`config.mk`:
```
export PLATFORM = sky130hd
export DESIGN_NAME = music_seq_player
export DESIGN_NICKNAME = d
export VERILOG_FILES = /design/src/rtl/music_seq_player.sv
export SDC_FILE = /design/constraint.sdc
export NUM_CORES = 2
export LEC_CHECK = 0
export BUFFER_PORTS_ARGS = -buffer_cell sky130_fd_sc_hd__buf_2
export CAP_MARGIN = 40
export CORE_MARGIN = 5
export CORE_UTILIZATION = 42
export DETAILED_ROUTE_END_ITERATION = 16
export HOLD_SLACK_MARGIN = 0.15
export PLACE_DENSITY = 0.66
export SETUP_SLACK_MARGIN = 0.02
export SLEW_MARGIN = 20
export SYNTH_ARGS = -nofsm -noshare
export SYNTH_HDL_FRONTEND = slang
export SYNTH_SLANG_ARGS = --single-unit
```
`constraint.sdc`:
```
create_clock -name clk -period 4.31 [get_ports clk]
set_clock_uncertainty 0.1 [all_clocks]
set_input_delay 0.6465 -clock clk [delete_from_list [all_inputs] [get_ports clk]]
set_output_delay 0.6465 -clock clk [all_outputs]
set_load 0.01 [all_outputs]
```
`src/rtl/music_seq_player.sv`:
```
// -----------------------------------------------------------------------------
// music_seq_player
//
// Self-contained tone sequencer for the PMOD amplifier. It steps a beat index
// through an external combinational song table, turns the returned tone (Hz)
// into a variable-duty square wave, and handles play/pause/stop, loop or
// one-shot playback and an optional silent articulation gap at the end of each
// beat.
//
// Ports
//   clk         in   1       system clock
//   reset       in   1       asynchronous, active-high reset
//   start       in   1       pulse: play from beat 0 (IDLE) or resume (PAUSE)
//   pause       in   1       pulse: PLAY->PAUSE, PAUSE->PLAY
//   stop        in   1       pulse: abort to IDLE from any state
//   loop_en     in   1       1 = wrap to beat 0 at song end, 0 = one-shot
//   articulate  in   1       1 = silence the last GAP_CYC cycles of each beat
//   gain_lo     in   1       passed straight through to pmod_2
//   duty        in   DUTY_W  audio high-time fraction = duty / 2^DUTY_W
//   tone        in   32      tone in Hz for the current ibeat; 0 = rest
//   ibeat       out  BEAT_W  current beat index into the song table
//   busy        out  1       high in PLAY or PAUSE
//   done        out  1       one-cycle pulse when a one-shot song completes
//   pmod_1      out  1       registered audio square wave
//   pmod_2      out  1       amplifier gain select
//   pmod_4      out  1       amplifier shutdown_n, high only while busy
// -----------------------------------------------------------------------------
module music_seq_player #(
   parameter int CLK_FREQ  = 100_000_000,
   parameter int BEAT_FREQ = 8,
   parameter int SONG_LEN  = 128,
   parameter int BEAT_W    = 8,
   parameter int DUTY_W    = 10,
   parameter int GAP_CYC   = CLK_FREQ / 64
) (
   input  logic              clk,
   input  logic              reset,
   input  logic              start,
   input  logic              pause,
   input  logic              stop,
   input  logic              loop_en,
   input  logic              articulate,
   input  logic              gain_lo,
   input  logic [DUTY_W-1:0] duty,
   input  logic [31:0]       tone,
   output logic [BEAT_W-1:0] ibeat,
   output logic              busy,
   output logic              done,
   output logic              pmod_1,
   output logic              pmod_2,
   output logic              pmod_4
);

   localparam int BEAT_CYC = CLK_FREQ / BEAT_FREQ;
   localparam int CNT_W    = (BEAT_CYC > 1) ? $clog2(BEAT_CYC) : 1;

   localparam logic [CNT_W-1:0]  BEAT_LAST = CNT_W'(BEAT_CYC - 1);
   // pmod_1 is registered, so its value lands one count later than the
   // beat count it was computed from; the gap window starts one count early.
   localparam logic [CNT_W-1:0]  GAP_FIRST = CNT_W'(BEAT_CYC - GAP_CYC - 1);
   localparam logic [BEAT_W-1:0] SONG_LAST = BEAT_W'(SONG_LEN - 1);
   localparam logic [31:0]       CLK_HZ    = 32'(CLK_FREQ);
   localparam logic [31:0]       NYQ_HZ    = 32'(CLK_FREQ / 2);

   typedef enum logic [1:0] {
      S_IDLE,
      S_PLAY,
      S_PAUSE,
      S_DONE
   } state_t;

   state_t           state;
   state_t           state_nxt;

   logic [CNT_W-1:0] beat_cnt;
   logic [31:0]      phase;
   logic [31:0]      period;
   logic [31:0]      hi_time;
   logic             rest;

   logic             beat_end;
   logic             song_end;
   logic             in_gap;
   logic [31:0]      period_calc;
   logic [63:0]      hi_prod;
   logic [31:0]      hi_calc;
   logic             rest_calc;

   assign beat_end = (beat_cnt == BEAT_LAST);
   assign song_end = (state == S_PLAY) && beat_end && (ibeat == SONG_LAST);
   assign in_gap   = articulate && (beat_cnt >= GAP_FIRST) && !beat_end;

   // Tone sampling arithmetic; the divide is guarded against tone == 0.
   assign period_calc = (tone == '0) ? '0 : CLK_HZ / tone;
   assign hi_prod     = 64'(period_calc) * 64'(duty);
   assign hi_calc     = 32'(hi_prod >> DUTY_W);
   assign rest_calc   = (tone == '0) || (tone > NYQ_HZ);

   assign pmod_2 = gain_lo;
   assign pmod_4 = busy;

   // ---------------------------------------------------------------- FSM
   always_ff @(posedge clk or posedge reset) begin
      if (reset) begin
         state <= S_IDLE;
      end else begin
         // NOTE: clocked state uses non-blocking assignments so every register
         // samples the values from before the edge, regardless of block order.
         state <= state_nxt;
      end
   end

   always_comb begin
      // NOTE: every output of this block gets a default first; a path that
      // forgets to assign one would otherwise infer a latch.
      state_nxt = state;
      busy      = 1'b0;
      done      = 1'b0;
      case (state)
         S_IDLE: begin
            if (!stop && start) state_nxt = S_PLAY;
         end
         S_PLAY: begin
            busy = 1'b1;
            if (stop)                       state_nxt = S_IDLE;
            else if (song_end && !loop_en)  state_nxt = S_DONE;
            else if (pause)                 state_nxt = S_PAUSE;
         end
         S_PAUSE: begin
            busy = 1'b1;
            if (stop)                 state_nxt = S_IDLE;
            else if (pause || start)  state_nxt = S_PLAY;
         end
         S_DONE: begin
            done      = 1'b1;
            state_nxt = S_IDLE;
         end
         default: state_nxt = S_IDLE;
      endcase
   end

   // ---------------------------------------------------------- datapath
   always_ff @(posedge clk or posedge reset) begin
      if (reset) begin
         ibeat    <= '0;
         beat_cnt <= '0;
         phase    <= '0;
         period   <= '0;
         hi_time  <= '0;
         rest     <= 1'b1;
         pmod_1   <= 1'b0;
      end else begin
         // Audio only while PLAY continues. Count 0 of a beat is the tone
         // sampling cycle, where period/phase still belong to the old note.
         pmod_1 <= (state == S_PLAY) && (state_nxt == S_PLAY) && !rest &&
                   (beat_cnt != '0) && (phase < hi_time) && !in_gap;

         if ((state == S_IDLE) || (state_nxt == S_IDLE)) begin
            // Covers entry to PLAY from IDLE as well as stop and song end.
            ibeat    <= '0;
            beat_cnt <= '0;
            phase    <= '0;
         end else if (state == S_PLAY) begin
            if (beat_end) begin
               beat_cnt <= '0;
               ibeat    <= (ibeat == SONG_LAST) ? '0 : ibeat + BEAT_W'(1);
            end else begin
               beat_cnt <= beat_cnt + CNT_W'(1);
            end

            // The table has had a full cycle to answer for the new ibeat
            // (including the first beat after start, and a beat that began
            // while paused), so sample here and restart the note phase.
            if (beat_cnt == '0) begin
               period  <= period_calc;
               hi_time <= hi_calc;
               rest    <= rest_calc;
               phase   <= '0;
            end else if (rest || (phase >= period - 32'd1)) begin
               phase <= '0;
            end else begin
               phase <= phase + 32'd1;
            end
         end
         // PAUSE and DONE hold the counters.
      end
   end

endmodule

```
# --- Word level (Yosys, flattened, before mapping) ---
# Index checks and enable logic that the tools add are counted.
op_classes:
  addsub: 4
  n_mux: 21
  eq_ne: 6
  n_mul: 1
  div_mod_pow: 1
  reduce_logical: 30
  magnitude_cmp: 4
  bitwise_logic: 1
  shifts: 0
ops:
  columns: ["operator", "n"]
  rows:
  - ["$mux 32", 5]
  - ["$mux 24", 3]
  - ["$mul 32x10->42", 1]
  - ["$add 32x1->32 const B", 1]
  - ["$div 27x32->32 const A", 1]
  - ["$ge 32x32->1", 1]
  - ["$gt 32x26->1 const B", 1]
  - ["$logic_not 32->1", 1]
  - ["$lt 32x32->1", 1]
  - ["$mux 8", 4]
  - ["$sub 32x1->32 const B", 1]
  - ["$add 24x1->24 const B", 1]
  - ["$eq 24x24->1 const B", 1]
  - ["$ge 24x24->1 const B", 1]
  - ["$logic_not 24->1", 1]
  - ["$reduce_bool 24->1", 1]
  - ["$mux 2", 6]
  - ["$logic_and 1x1->1", 11]
  - ["$add 8x1->8 const B", 1]
  - ["$eq 8x7->1 const B", 1]
  - ["$pmux 2 s4", 1]
  - ["$logic_not 1->1", 5]
  - ["$eq 2x1->1 const B", 2]
  - ["$eq 2x2->1 const B", 2]
  - ["other kinds (8)", 14]
word_totals:
  memories: 0
  word_cells: 76
  latch_bits: 0
  input_bits: 50
  mem_bits_rw: 0
  ff_bits: 132
  output_inout_bits: 13
  romBits: 0

# --- Depth between registers and ports, before layout ---
depth:
  ltp_word: 13
  depth_mapped: 364
  depth_no_buf: 320

# --- Least setup slack after synthesis ---
# OpenSTA, ideal clock, no wires.
synth_path:
  path_type: "input to register"
  from: "input port tone[0]"
  to: "register hi_time[27]"
  path_slack_ns: -67.744
  t_arrival_ns: 71.821
  path_stages: 334
  required_time_ns: 4.077
  cell_sequence: "buf_4 > buf_6 > buf_6 > buf_2 > clkbuf_1 > buf_1 > buf_1 > clkbuf_1 > xor2_1 > nor2_1 > ha_1 > o21bai_1 > a21o_1 > nand3_1 > a21oi_1 > and2_1 > ha_1 > a21o_1 > [... 298 more ...] > inv_1 > fa_1 > inv_1 > ha_1 > a21o_1 > a21o_1 > a21o_1 > a21oi_1 > and2_1 > and3_1 > o21ai_1 > a31oi_1 > o21ai_0 > a21oi_1 > o21bai_1 > a31oi_1 > xor2_1 > o21ai_0"
synth_between:
  elab_chain_len: 3
  word_cells_on_any_way: 4
  classes_between: "mul (1); div (1); mux (1); reduce/logical (1)"
synth_rtl:
  columns: ["item", "line", "rtl"]
  rows:
  - ["from (decl)", "45", "input logic [31:0] tone,"]
  - ["$div 27x32->32 / $logic_not 32->1 (equally long branches)", "94", "assign period_calc = (tone == '0) ? '0 : CLK_HZ / tone;"]
  - ["$mux 32 *", "94", null]
  - ["$mul 32x10->42 *", "95", "assign hi_prod = 64'(period_calc) * 64'(duty);"]
  - ["to (signal assigned)", "176", "hi_time <= hi_calc;"]
  - ["to (decl)", "78", "logic [31:0] hi_time;"]
# Every way passes the cells marked *; elsewhere a longest branch is shown, timed or not.
# A chain may end at the register's enable or synchronous reset.

# --- Worst setup path in the final report ---
layout_path:
  from: "input port tone[21]"
  to: "register hi_time[30]"
# The elaborated chain is that of the path after synthesis.

==> summary.txt <==
Layout
  – Layout cells sized above 1: 0.4432
  – Register area: 0.003279 mm^2
  – Final Cell Area: ~0.08 mm^2
  – Post-Layout Cell Count: 10828
  – Multi-input logic area: between 0.04 and 0.05 mm^2
  – Filler instances: around 8800
  – Nets@finish: 10230
  – Area delta synth->final: 64.75%

Clock tree
  – Bufs on Longest Clock Path: 2
  – CTS Hold Bufs: 0
  – Num CTS Buffers: 17
  – CTS clock-pin slew for the worst setup and hold paths: 0.06 ns
  – Htree depth: 4
  – Clock Latency Late Sink: around 0.43 ns
  – CTS tree: done
  – Clk Tree Root Cell: clkbuf_16
  – Clock sink count: ~130

Routing
  – 1st-pass router iterations: 6
  – Vias: approximately 64000
  – DRT Wirelength: between 200 and 250 mm
  – DR vias/cell: around 5.9
  – Drt initial violations: approximately 6200
  – Antenna viol nets, final: 0
  – Avg WL per Cell: ~22 um
  – DRC: 0

Floorplan
  – Core box area: approximately 0.11 mm^2
  – Io pins: 63
  – Die width: 349.5 um
  – Die area: between 0.1 and 0.15 mm^2
  – Initial Util: 0.4234
  – FP Rows: between 100 and 150
  – Die height: approximately 350 um

Critical path
  – CP most frequent cell: a21o_1
  – Critical Path Start Type: input pin
  – Critical Path End Type: flop
  – CP Max Fanout: 11
  – Slowest Stage Delay on Critical Path: roughly 0.55 ns
  – Critical Path AT: approximately 63 ns
  – CP Class: in -> reg
  – CP required: 4.51 ns
  – Crit-path slowest cell: or4_4

STA
  – Final setup vio count: 80
  – Worst slew pin tran: between 0.9 and 1 ns
  – RSZ-0062 raised after global routing: true
  – Setup TNS Final: -2554.42 ns
  – Max-slew violations: 0
  – Fin crit share: 14.47
  – Slew margin rel.: 0.3762
  – Max Clock Freq: approximately 16 MHz
  – Post-layout min period: 62.38 ns
  – Fin. Hold Viols: 0
  – Setup WS post-layout: -58.07 ns
  – Final hold slack: between 0.1 and 0.15 ns

Power
  – Worst VDD drop: about 0.30 mV
  – Static Leak: roughly 39 nW
  – Pwr Total: 7.551 mW
  – PwrDens: approximately 95 mW/mm^2

Placed design
  – DP HPWL: ~180 mm
  – Post-Place Cells: between 10000 and 15000
  – Placed cell areas: 0.07081 mm^2
  – # port buffers: 60
  – Routability Congestion: a little over 1

Status
  – Status: finished with violations
  – Failing checks: negative setup slack

Global routing
  – First-pass GRT wire length: 340.8 mm
  – Gr usage total: 0.3484
  – Largest net degree at the start of global routing: 97
  – GR Overflow Total: 0
  – Initial antenna violation count: 3
  – Vias in the first global route: between 60000 and 70000

Yosys
  – Ys flop type: dfrtp_1
  – Netlist Area Pre-Place: roughly 0.048 mm^2
  – Synthesized Nets: approximately 7500
  – Area share of the largest cell type after synthesis: 0.1667
  – Synth area leader: ha_1
  – Synth warn: 0
  – Post-synth EDFFs: 0
  – Async SR Flop Fraction: 1.000
  – Syn Inst Count: roughly 6600
  – Top post-synthesis cells by area: ha_1 (17%), fa_1 (9.5%), dfrtp_1 (6.7%), nand2_1 (5.8%), a21oi_1 (5.1%)
  – Mean area per synthesized cell: roughly 7.4 um^2
  – Yosys cell types: about 130
  – Yosys reg bits: between 100 and 150
  – Register area share after synthesis: 0.06773

Flow run
  – Max-Cap Viols: 0

Hold path
  – Hold crit path type: in -> async
==> state kept, by name (all words and copies together) (netlist names) <==
signal and cells:
beat_cnt 24, hi_time 32, ibeat 8, period 31
phase 32, pmod_1 1, rest 1, state 2
==> power breakdown <==
group | internal [mW] | total [mW] | leakage (nW) | switching [mW]
clock network | 0.833 | 1.37 | 0.263 | 0.539
registers | 1.27 | 1.29 | 1.82 | 0.0274
logic | 2.24 | 4.88 | 37.0 | 2.64
total | 4.34 | 7.55 | 39.1 | 3.21
==> kinds of logic after synthesis <==
group                    count (synthesis)  share of synthesized area
AO/OA/AOI/OAI                         1987                     0.2763
XOR/XNOR                               434                    0.07851
adder cells (fa/ha/maj)                875                     0.2618
buffers and inverters                  623                    0.05140
flip-flops                             131                    0.06773
multiplexers                           115                    0.02631
other                                    1                 0.00007745
AND/OR/NAND/NOR                       2418                     0.2379
==> synth_stat cells (all sizes together) (30+ instances only) <==
cell / count
a211oi: 75
a21boi: 31
a21o: 198
a21oi: 505
a31o: 31
a31oi: 82
and2: 79
and3: 138
buf: 83
clkbuf: 146
dfrtp: 130
fa: 230
ha: 645
inv: 394
mux2: 85
mux2i: 30
nand2: 749
nand2b: 110
nand3: 180
nand4: 61
nor2: 627
nor2b: 71
nor3: 175
nor4: 56
o211ai: 55
o21a: 128
o21ai: 445
o21bai: 55
o31ai: 75
or2: 37
or3: 62
xnor2: 276
xor2: 158
==> per-layer routing <==
layer | vias to the layer above | share of wire | GRT usage
li1 | 29336 | - | -
met1 | 30605 | 0.41 | 0.4689
met2 | 3261 | 0.44 | 0.5547
met3 | 797 | 0.093 | 0.05137
met4 | 2 | 0.061 | 0.1556
met5 | - | 0.000051 | 0
==> metrics by stage <==
step                utilization  setup WS [ns]
floorplan                     -         -56.52
global placement         0.6190         -60.25
detailed placement       0.6193         -61.38
CTS                      0.6434         -57.71
global route             0.6976         -60.10
finish                   0.6976         -58.07
==> cell type report <==
| cell class | instances | area share |
|---|---|---|
| multi-input combinational | 5834 | 0.6197 |
| timing repair buffer | 2927 | 0.2898 |
| sequential | 131 | 0.04111 |
| tap | 1512 | 0.02372 |
| inverter | 394 | 0.01879 |
| clock buffer | 18 | 0.005380 |
| clock inverter | 11 | 0.001459 |
| antenna | 1 | 0.00003137 |
==> worst max-delay path: cells and delay by family <==
kind | cells | cell delay [ns]
AO/OA/AOI/OAI | 162 | 31.22
multiplexers | 3 | 0.94
AND/OR/NAND/NOR | 72 | 12.44
buffers and inverters | 48 | 6.69
XOR/XNOR | 3 | 0.39
adder cells (fa/ha/maj) | 36 | 10.06
==> layout by cell type, fill, tap and decap left out, types with 52 or more instances in the layout <==
cell and count:
buf_4 2679, nand2_1 696, nor2_1 532, ha_1 487, a21oi_1 365, inv_1 365, xnor2_1 261, o21ai_0 248
fa_1 222, a21o_1 196, xor2_1 153, nand3_1 142, nor3_1 136, dfrtp_1 130, and3_1 124, buf_6 122
ha_4 121, o21a_1 120, o21ai_1 115, nand2b_1 105, a21oi_2 102, and2_1 68, mux2_2 64, nand4_1 60
nor2b_1 60, o21ai_2 57, buf_2 57, a31oi_1 53, o211ai_1 52
==> what timing repair did <==
item / in CTS / in global routing
endpoints found under the setup margin: 93 / 93
pin swaps: 133 / 426
buffers inserted: 106 / 242
resized for setup: 279 / 890
cloned: 5 / 10
==> worst paths after layout <==
path,start,to,slack (ns),cells past startpoint
max reg2reg,period[13]$_DFFE_PP0P_,phase[30]$_DFFE_PP0P_,-0.22,22
max,tone[21],hi_time[30]$_DFFE_PP0P_,-58.07,324
min in group clk,hi_time[5]$_DFFE_PP0P_,hi_time[5]$_DFFE_PP0P_,0.38,2
max in group asynchronous,reset,rest$_DFFE_PP1P_,3.26,3
min,reset,beat_cnt[4]$_DFFE_PP0P_,0.13,2
min reg2reg,hi_time[5]$_DFFE_PP0P_,hi_time[5]$_DFFE_PP0P_,0.38,2
(Power assumes the default switching activity.)
